===== src/rtl/wb_port_arbiter.sv =====
// Writeback arbiter: pipe-0 owns rf port 0, pipe-1 owns rf port 1, and a 2-entry mul/div buffer fills port 1 when pipe-1 leaves it free.
// Latency: pipe writes are combinational; a buffered mul/div result reaches the regfile at least 1 cycle after its push.
// Backpressure: md_ready drops while the buffer is full; a head that starves for STARVE_LIMIT cycles forces a one-cycle stall of pipe-1.
module wb_port_arbiter #(
   parameter int unsigned STARVE_LIMIT = 4
) (
   input  logic        clk,
   input  logic        rst,
   input  logic        p0_we,
   input  logic [4:0]  p0_num,
   input  logic [31:0] p0_data,
   input  logic        p1_we,
   input  logic [4:0]  p1_num,
   input  logic [31:0] p1_data,
   input  logic        md_valid,
   input  logic [4:0]  md_num,
   input  logic [31:0] md_data,
   output logic        md_ready,
   output logic        rf_we0,
   output logic [4:0]  rf_num0,
   output logic [31:0] rf_data0,
   output logic        rf_we1,
   output logic [4:0]  rf_num1,
   output logic [31:0] rf_data1,
   output logic        stall_o,
   output logic        pending_o
);

   localparam logic [2:0] LIMIT = 3'(STARVE_LIMIT);

   // buffer storage and control state
   logic             wr_ptr_q, wr_ptr_d;
   logic             rd_ptr_q, rd_ptr_d;
   logic [1:0]       count_q, count_d;
   logic [1:0]       vld_q, vld_d;
   logic [1:0][4:0]  num_q, num_d;
   logic [1:0][31:0] data_q, data_d;
   logic [2:0]       starve_q, starve_d;
   logic             stall_q, stall_d;
   logic             pending_q, pending_d;

   // per-cycle decisions
   logic p0_wr;
   logic p1_wr;
   logic head_present;
   logic head_vld;
   logic head_live;
   logic head_wr;
   logic pop;
   logic push;
   logic push_hit;

   // Port arbitration, buffer pop/push, squash and starvation tracking.
   always_comb begin
      p0_wr        = p0_we && (p0_num != 5'd0);
      // during a forced stall pipe-1 neither writes nor squashes
      p1_wr        = p1_we && (p1_num != 5'd0) && !stall_q;
      head_present = (count_q != 2'd0);
      head_vld     = head_present && vld_q[rd_ptr_q];
      // a head hit by a same-cycle port-0 write is stale: drop it rather than write it alongside
      head_live    = head_vld && !(p0_wr && (num_q[rd_ptr_q] == p0_num));
      // buffered results are never written in a reset cycle so they are dropped cleanly
      head_wr      = rst && head_live && !p1_wr;
      // stale/invalid heads pop without needing the port
      pop          = head_present && (head_wr || !head_live);
      md_ready     = (count_q != 2'd2);
      // r0 results are accepted but never stored
      push         = md_valid && md_ready && (md_num != 5'd0);
      push_hit     = (p0_wr && (md_num == p0_num)) || (p1_wr && (md_num == p1_num));

      rf_we0   = p0_wr;
      rf_num0  = p0_wr ? p0_num  : 5'd0;
      rf_data0 = p0_wr ? p0_data : 32'd0;

      rf_we1   = p1_wr || head_wr;
      rf_num1  = 5'd0;
      rf_data1 = 32'd0;
      if (p1_wr) begin
         rf_num1  = p1_num;
         rf_data1 = p1_data;
      end else if (head_wr) begin
         rf_num1  = num_q[rd_ptr_q];
         rf_data1 = data_q[rd_ptr_q];
      end

      vld_d  = vld_q;
      num_d  = num_q;
      data_d = data_q;
      if (pop) begin
         vld_d[rd_ptr_q] = 1'b0;
      end
      // pipe writes are younger than anything buffered for the same register
      for (int i = 0; i < 2; i++) begin
         if ((p0_wr && (num_q[i] == p0_num)) || (p1_wr && (num_q[i] == p1_num))) begin
            vld_d[i] = 1'b0;
         end
      end
      if (push) begin
         num_d[wr_ptr_q]  = md_num;
         data_d[wr_ptr_q] = md_data;
         vld_d[wr_ptr_q]  = !push_hit;
      end

      wr_ptr_d = wr_ptr_q ^ push;
      rd_ptr_d = rd_ptr_q ^ pop;
      count_d  = count_q + {1'b0, push} - {1'b0, pop};

      // a head that is present but not popped is valid and was blocked by pipe-1
      starve_d = starve_q;
      if (pop || !head_present) begin
         starve_d = 3'd0;
      end else if (head_vld && !head_wr && (starve_q != LIMIT)) begin
         starve_d = starve_q + 3'd1;
      end

      // one-cycle pulse on the edge where the counter first reaches the limit
      stall_d   = (starve_d == LIMIT) && (starve_q != LIMIT);
      pending_d = |vld_d;

      stall_o   = stall_q;
      pending_o = pending_q;
   end

   // State registers with synchronous active-low reset.
   always_ff @(posedge clk) begin
      if (!rst) begin
         wr_ptr_q  <= 1'b0;
         rd_ptr_q  <= 1'b0;
         count_q   <= 2'd0;
         vld_q     <= 2'b00;
         num_q     <= '0;
         data_q    <= '0;
         starve_q  <= 3'd0;
         stall_q   <= 1'b0;
         pending_q <= 1'b0;
      end else begin
         wr_ptr_q  <= wr_ptr_d;
         rd_ptr_q  <= rd_ptr_d;
         count_q   <= count_d;
         vld_q     <= vld_d;
         num_q     <= num_d;
         data_q    <= data_d;
         starve_q  <= starve_d;
         stall_q   <= stall_d;
         pending_q <= pending_d;
      end
   end

endmodule


===== config.mk =====
export PLATFORM = sky130hd
export DESIGN_NAME = wb_port_arbiter
export DESIGN_NICKNAME = d
export VERILOG_FILES = /design/src/rtl/wb_port_arbiter.sv
export SDC_FILE = /design/constraint.sdc
export NUM_CORES = 1
export LEC_CHECK = 0
export CORE_MARGIN = 8
export CORE_UTILIZATION = 46
export CTS_BUF_LIST = sky130_fd_sc_hd__clkbuf_8
export DETAILED_ROUTE_END_ITERATION = 8
export GPL_ROUTABILITY_DRIVEN = 0
export MAX_ROUTING_LAYER = met4
export PLACE_DENSITY = 0.95
export SYNTH_ARGS = -nofsm -noshare
export SYNTH_HDL_FRONTEND = slang
export SYNTH_SLANG_ARGS = --single-unit

===== constraint.sdc =====
create_clock -name clk -period 3.45 [get_ports clk]
set_clock_uncertainty 0.2 [all_clocks]
set_input_delay 0.69 -clock clk [delete_from_list [all_inputs] [get_ports clk]]
set_output_delay 0.69 -clock clk [all_outputs]
set_load 0.1 [all_outputs]

# Yosys cells after proc, flatten, opt, wreduce, memory -nomap -nowiden
# Index checks and enable logic that the tools add are counted.
classes:
  n_addsub: 3
  n_lt_le_gt_ge: 4
  n_eq_ne: 10
  mux: 29
  bitwise: 4
  n_reduce_logical: 40
ops:
  columns: ["cell", "count"]
  rows:
  - ["2-to-1 mux 32 bit", 6]
  - ["bitwise mux 64 bit", 1]
  - ["equality test 5 bit", 7]
  - ["demux 32 bit (select 1 bit)", 1]
  - ["2-to-1 mux 5 bit", 6]
  - ["logical AND 1 bit", 22]
  - ["nonzero test 5 bit", 3]
  - ["bitwise mux 10 bit", 1]
  - ["logical NOT 1 bit", 7]
  - ["logical OR 1 bit", 6]
  - ["2-to-1 mux 1 bit", 6]
  - ["2-to-1 mux 3 bit", 2]
  - ["demux 5 bit (select 1 bit)", 1]
  - ["< comparator 1 x 2 -> 1 bit (second input constant)", 2]
  - ["2-to-1 mux 2 bit", 2]
  - ["adder 3 x 1 -> 3 bit (second input constant)", 1]
  - ["equality test 3 bit (second input constant)", 1]
  - ["!= test 3 bit (second input constant)", 1]
  - ["adder 2 x 1 -> 2 bit", 1]
  - ["AND 2 bit", 1]
  - ["bitwise mux 2 bit", 1]
  - ["demux 1 bit (select 1 bit)", 2]
  - [">= comparator 1 bit (second input constant)", 2]
  - ["!= test 2 bit (second input constant)", 1]
  - ["5 further kinds", 6]
word_totals:
  reg_bits: 85
  input_bits: 116
  output_inout_bits: 79
  elab_cells: 101

# Longest topological paths before layout
logic_depth:
  word_depth: 15
  depth_mapped: 12
  depth_no_buf: 11

# Least setup slack after synthesis
# Ideal clock, no wire load.
synth_path:
  path_type: "in2out"
  startpoint: "in p0_num[2]"
  endpoint: "out rf_data1[0]"
  t_arrival_ps: 4038
  required_ps: 2560
  slack_ps: -1478
  path_stages: 7
  path_buffers: 1
  cell_sequence: "buf_2 or4_4 o21ai_4 nor4_4 a21oi_4 nand2_4 o21ai_0"
synth_via:
  elab_chain_cells: 9
  word_cells_on_any_way: 10
  classes_between: "1 x eq/ne; 2 x mux; 7 x reduce/logical"
synth_rtl:
  columns: ["item", "line", "text"]
  rows:
  - ["start, declared", "10", "input logic [4:0] p0_num,"]
  - ["nonzero test 5 bit", "55", "p0_wr = p0_we && (p0_num != 5'd0);"]
  - ["logical AND 1 bit", "55", null]
  - ["logical AND 1 bit (*)", "61", "head_live = head_vld && !(p0_wr && (num_q[rd_ptr_q] == p0_num));"]
  - ["logical NOT 1 bit (*)", "61", null]
  - ["logical AND 1 bit (*)", "61", null]
  - ["logical AND 1 bit (*) (2 in a row)", "63", "head_wr = rst && head_live && !p1_wr;"]
  - ["2-to-1 mux 32 bit (*)", "81", "end else if (head_wr) begin"]
  - ["2-to-1 mux 32 bit (*)", "78", "if (p1_wr) begin"]
  - ["end, declared", "24", "output logic [31:0] rf_data1,"]
# Every way passes the cells marked *; elsewhere a longest branch is shown, timed or not.

# Worst setup path after layout
layout_path:
  startpoint: "reg rd_ptr_q"
  endpoint: "out rf_num1[3]"
layout_via:
  elab_chain_cells: 10
  word_cells_on_any_way: 13
  classes_between: "1 x eq/ne; 6 x mux; 6 x reduce/logical"
layout_rtl:
  columns: ["item", "line", "text"]
  rows:
  - ["start, declared", "33", "logic rd_ptr_q, rd_ptr_d;"]
  - ["start signal, assigned", "138", "rd_ptr_q <= rd_ptr_d;"]
  - ["2-to-1 mux 5 bit (implied by the code) (2 in a row)", "61, 82", null]
  - ["equality test 5 bit", "61", null]
  - ["logical AND 1 bit", "61", null]
  - ["logical NOT 1 bit", "61", null]
  - ["logical AND 1 bit", "61", null]
  - ["logical AND 1 bit (2 in a row)", "63", null]
  - ["2-to-1 mux 5 bit (*)", "81", null]
  - ["2-to-1 mux 5 bit (*)", "78", null]
  - ["end, declared", "23", "output logic [4:0] rf_num1,"]
# Every way passes the cells marked *; elsewhere a longest branch is shown, timed or not. The select of a mux whose other input is x is not followed.

==> results.md <==
- Cts hold-fix bufs: 0
- Final hold viol count: 0
- CTS root buf: clkbuf_8
- Slack of the critical path: -0.0421 ns
- Final Cycle Share: 101%
- Vias per cell: 5.46
- Vias in the first global route: 5405
- Remaining Overflow, GRT: 0
- Top-count cell post-synth: mux2i_1
- Distinct cells, synth: 39
- Synthesized cell area: 0.00502 mm2
- Area Overhead vs Synth: 73.2%
- Num Clock Sinks: 85
- GRT busiest layer: met2
- Initial Utilization: 46.7%
- Clock Latency Late Sink: 0.36 ns
- Met1 GRT Util: 27.5%
- First-pass GRT wire length: 30000 um
- Ant. Diodes: 0
- Total negative setup slack: -0.0421 ns
- Crit path kind: reg -> out
- Post-synth top area share: 33.9%
- Setup slack, reg-to-reg: 0.51 ns
- Achievable Freq: 286 MHz
- Sw Ratio: 42.0%
- Worst-margin pin slew: 0.615 ns
- Slew headroom: 57.8%
- Worst path slowest cell: dfxtp_4
- Reg2reg start: rd_ptr_q
- M2 GR Usage: 47.2%
- Leak: 0.00326 uW
- DRC errors left: 0
- Crit path capture type: output pin
- Die width: 120 um
- Final Net Count: 869
- Die area: 0.0145 mm2
- CP Launch Point: rd_ptr_q
- Net Sw Power: 1590 uW
- Gate power share: 50.4%
- Placed Cells: 868
- Core ar.: 0.0107 mm2
- IR drop worst, VDD: 0.000238 V
- CTS Buffer Depth: 2
- Crit Path Max Fanout: 7
- Sequential share of the synthesized area: 33.9%
- Max-cap viol count: 0
- Final Slew Violations: 0
- Mean Syn Cell Area: 9.31 um2
- Minimum clock period: 3.49 ns
- Clk slew on worst S/H paths: 0.08 ns
- Prevailing post-synth register cell: dfxtp_1
- Row count: 38
- Area leader, netlist: dfxtp_1
- Data arrival, critical path: 2.60 ns
- CP Cell Sequence: mux2i_2, xnor2_1, nor2_1, a21oi_4, nand2_8, buf_16, o21ai_4, buf_12
- Status: finished, violations left
- I/O Buffers: 194
- Crit path largest cell delay: 0.46 ns
- Sequential fraction of design power: 31.8%
- Ports: 195
- Total track usage: 27.1%
- H-tree levels: 3
- Filler cells: 580
- CTS buffer count: 9
- Fin cells: 892
- P_int: 2190 uW
- Post-synth EDFFs: 0
- Failing checks: setup timing
- Hold WS: 0.322 ns
- HPWL after DPL: 14400 um
- GR Util met3: 5.92%
- Synth Net Count: 661
- Endpoints failing setup: 1
- Antenna-violating nets left: 0
- Routed len/inst: 21.6 um
- Antenna violations before repair: 0
- RSZ-0062 raised after global routing: yes
- Commonest cells in the netlist: 112 x mux2i_1, 85 x dfxtp_1, 76 x nor2b_1
- Synth area leaders: dfxtp_1 34%, mux2i_1 22%, nor2b_1 9.5%
- Final wirelength: 19200 um
- Layout cells sized above 1: 27.9%
- Overall Power: 3780 uW
- Mapped Cells: 539
- Yosys warnings: 0
- DR iter-0 viols: 275
- FFs w/ async S/R, synth: 0%
- CP required: 2.56 ns
- Worst min-delay path startpoint: starve_q[1]
- CTS tree: built
- Worst min path class: reg -> reg
- Startpoint Class: register
- Post-synthesis register bit count: 85
- Die Y: 120 um
- DR pass1 iterations: 6
- Largest net degree at the start of global routing: 77
- Via Count: 4874
- Power Dens Cells: 435 mW/mm2
- Power share of the clock group: 17.8%
==> path summary, 6_finish.rpt <==
kind / endpoint / cells past startpoint
max: rf_num1[3] / 8
min: starve_q[1] / 2
max reg2reg: count_q[1] / 13
min reg2reg: starve_q[1] / 2
==> stage by stage <==
stage                     setup slack [ns]  area [um2]  util [%]
after global placement              -0.220        8260      76.8
after detailed placement            -0.320        8260      76.8
final                              -0.0421        8690      80.9
after floorplan                     -0.204        5320         -
after CTS                          -0.0113        8670      80.7
after global routing               -0.0803        8690      80.9
==> cells in the final DEF, fill, tap and decap left out, types with 3 or more instances in the layout <==
cell type	netlist	layout
nor2_1	6	5
buf_12	0	78
and2_1	40	31
nor3_1	8	8
mux2i_2	0	4
dlygate4sd2_1	0	5
inv_1	9	9
buf_16	0	4
buf_2	7	4
xnor2_1	25	23
inv_6	0	4
nand3_1	5	5
buf_4	0	37
clkbuf_8	0	10
nand4_1	3	3
mux2i_1	112	107
o21ai_0	11	4
o21ai_4	1	39
nor4_1	4	4
dfxtp_1	85	84
nand2_1	43	43
nor2b_1	76	76
and2_4	0	9
ha_1	6	4
clkdlybuf4s50_1	0	104
xor2_1	14	14
==> state kept, by name, summed over array words and instances, names as in the netlist <==
| name | cells |
|---|---|
| count_q | 2 |
| data_q | 64 |
| num_q | 10 |
| pending_o | 1 |
| rd_ptr_q | 1 |
| stall_o | 1 |
| starve_q | 3 |
| vld_q | 2 |
| wr_ptr_q | 1 |
==> power groups by stage <==
stage	registers [uW]	clock network (uW)	logic (uW)
after floorplan	1190	0	1210
after global placement	1190	0	1760
after detailed placement	1210	0	1830
after CTS	1190	687	1880
after global routing	1210	731	1990
final	1200	674	1900
==> cell families after synthesis <==
| logic type | share of synthesized area, % |
|---|---|
| adder cells (fa/ha/maj) | 1.50 |
| AO/OA/AOI/OAI | 9.12 |
| multiplexers | 22.6 |
| XOR/XNOR | 6.80 |
| AND/OR/NAND/NOR | 21.8 |
| buffers and inverters | 4.29 |
| flip-flops | 33.9 |
==> area by class of cell <==
| class | count | area (um2) | share of cell area, % |
|---|---|---|---|
| flip-flops and latches | 85 | 1710 | 19.6 |
| inverters | 9 | 33.8 | 0.389 |
| clock buffers | 10 | 138 | 1.58 |
| repair buffers | 235 | 3090 | 35.5 |
| clock inverters | 6 | 52.6 | 0.604 |
| multi-input cells | 407 | 3500 | 40.3 |
| well taps | 140 | 175 | 2.01 |
==> critical path, delay by kind of cell, from the launching register on <==
kind,cells,cell delay (ns)
mux,1,0.35
xor+xnor,1,0.25
buf+inv,2,0.40
simple gates,2,0.32
compound gates,2,0.46
flops,1,0.46
==> per-layer routing <==
layer	share of wire, %	vias up
li1	-	2229
met1	38	2331
met2	51	241
met3	6.4	73
met4	5.4	0
met5	0	-
==> timing repair <==
item | CTS | global route
setup buffers | 5 | 0
setup endpoints to repair | 71 | 38
gates resized for setup | 46 | 5
gates cloned | 3 | 0
pin swaps | 10 | 9
Power figures use the tool's default switching activity.
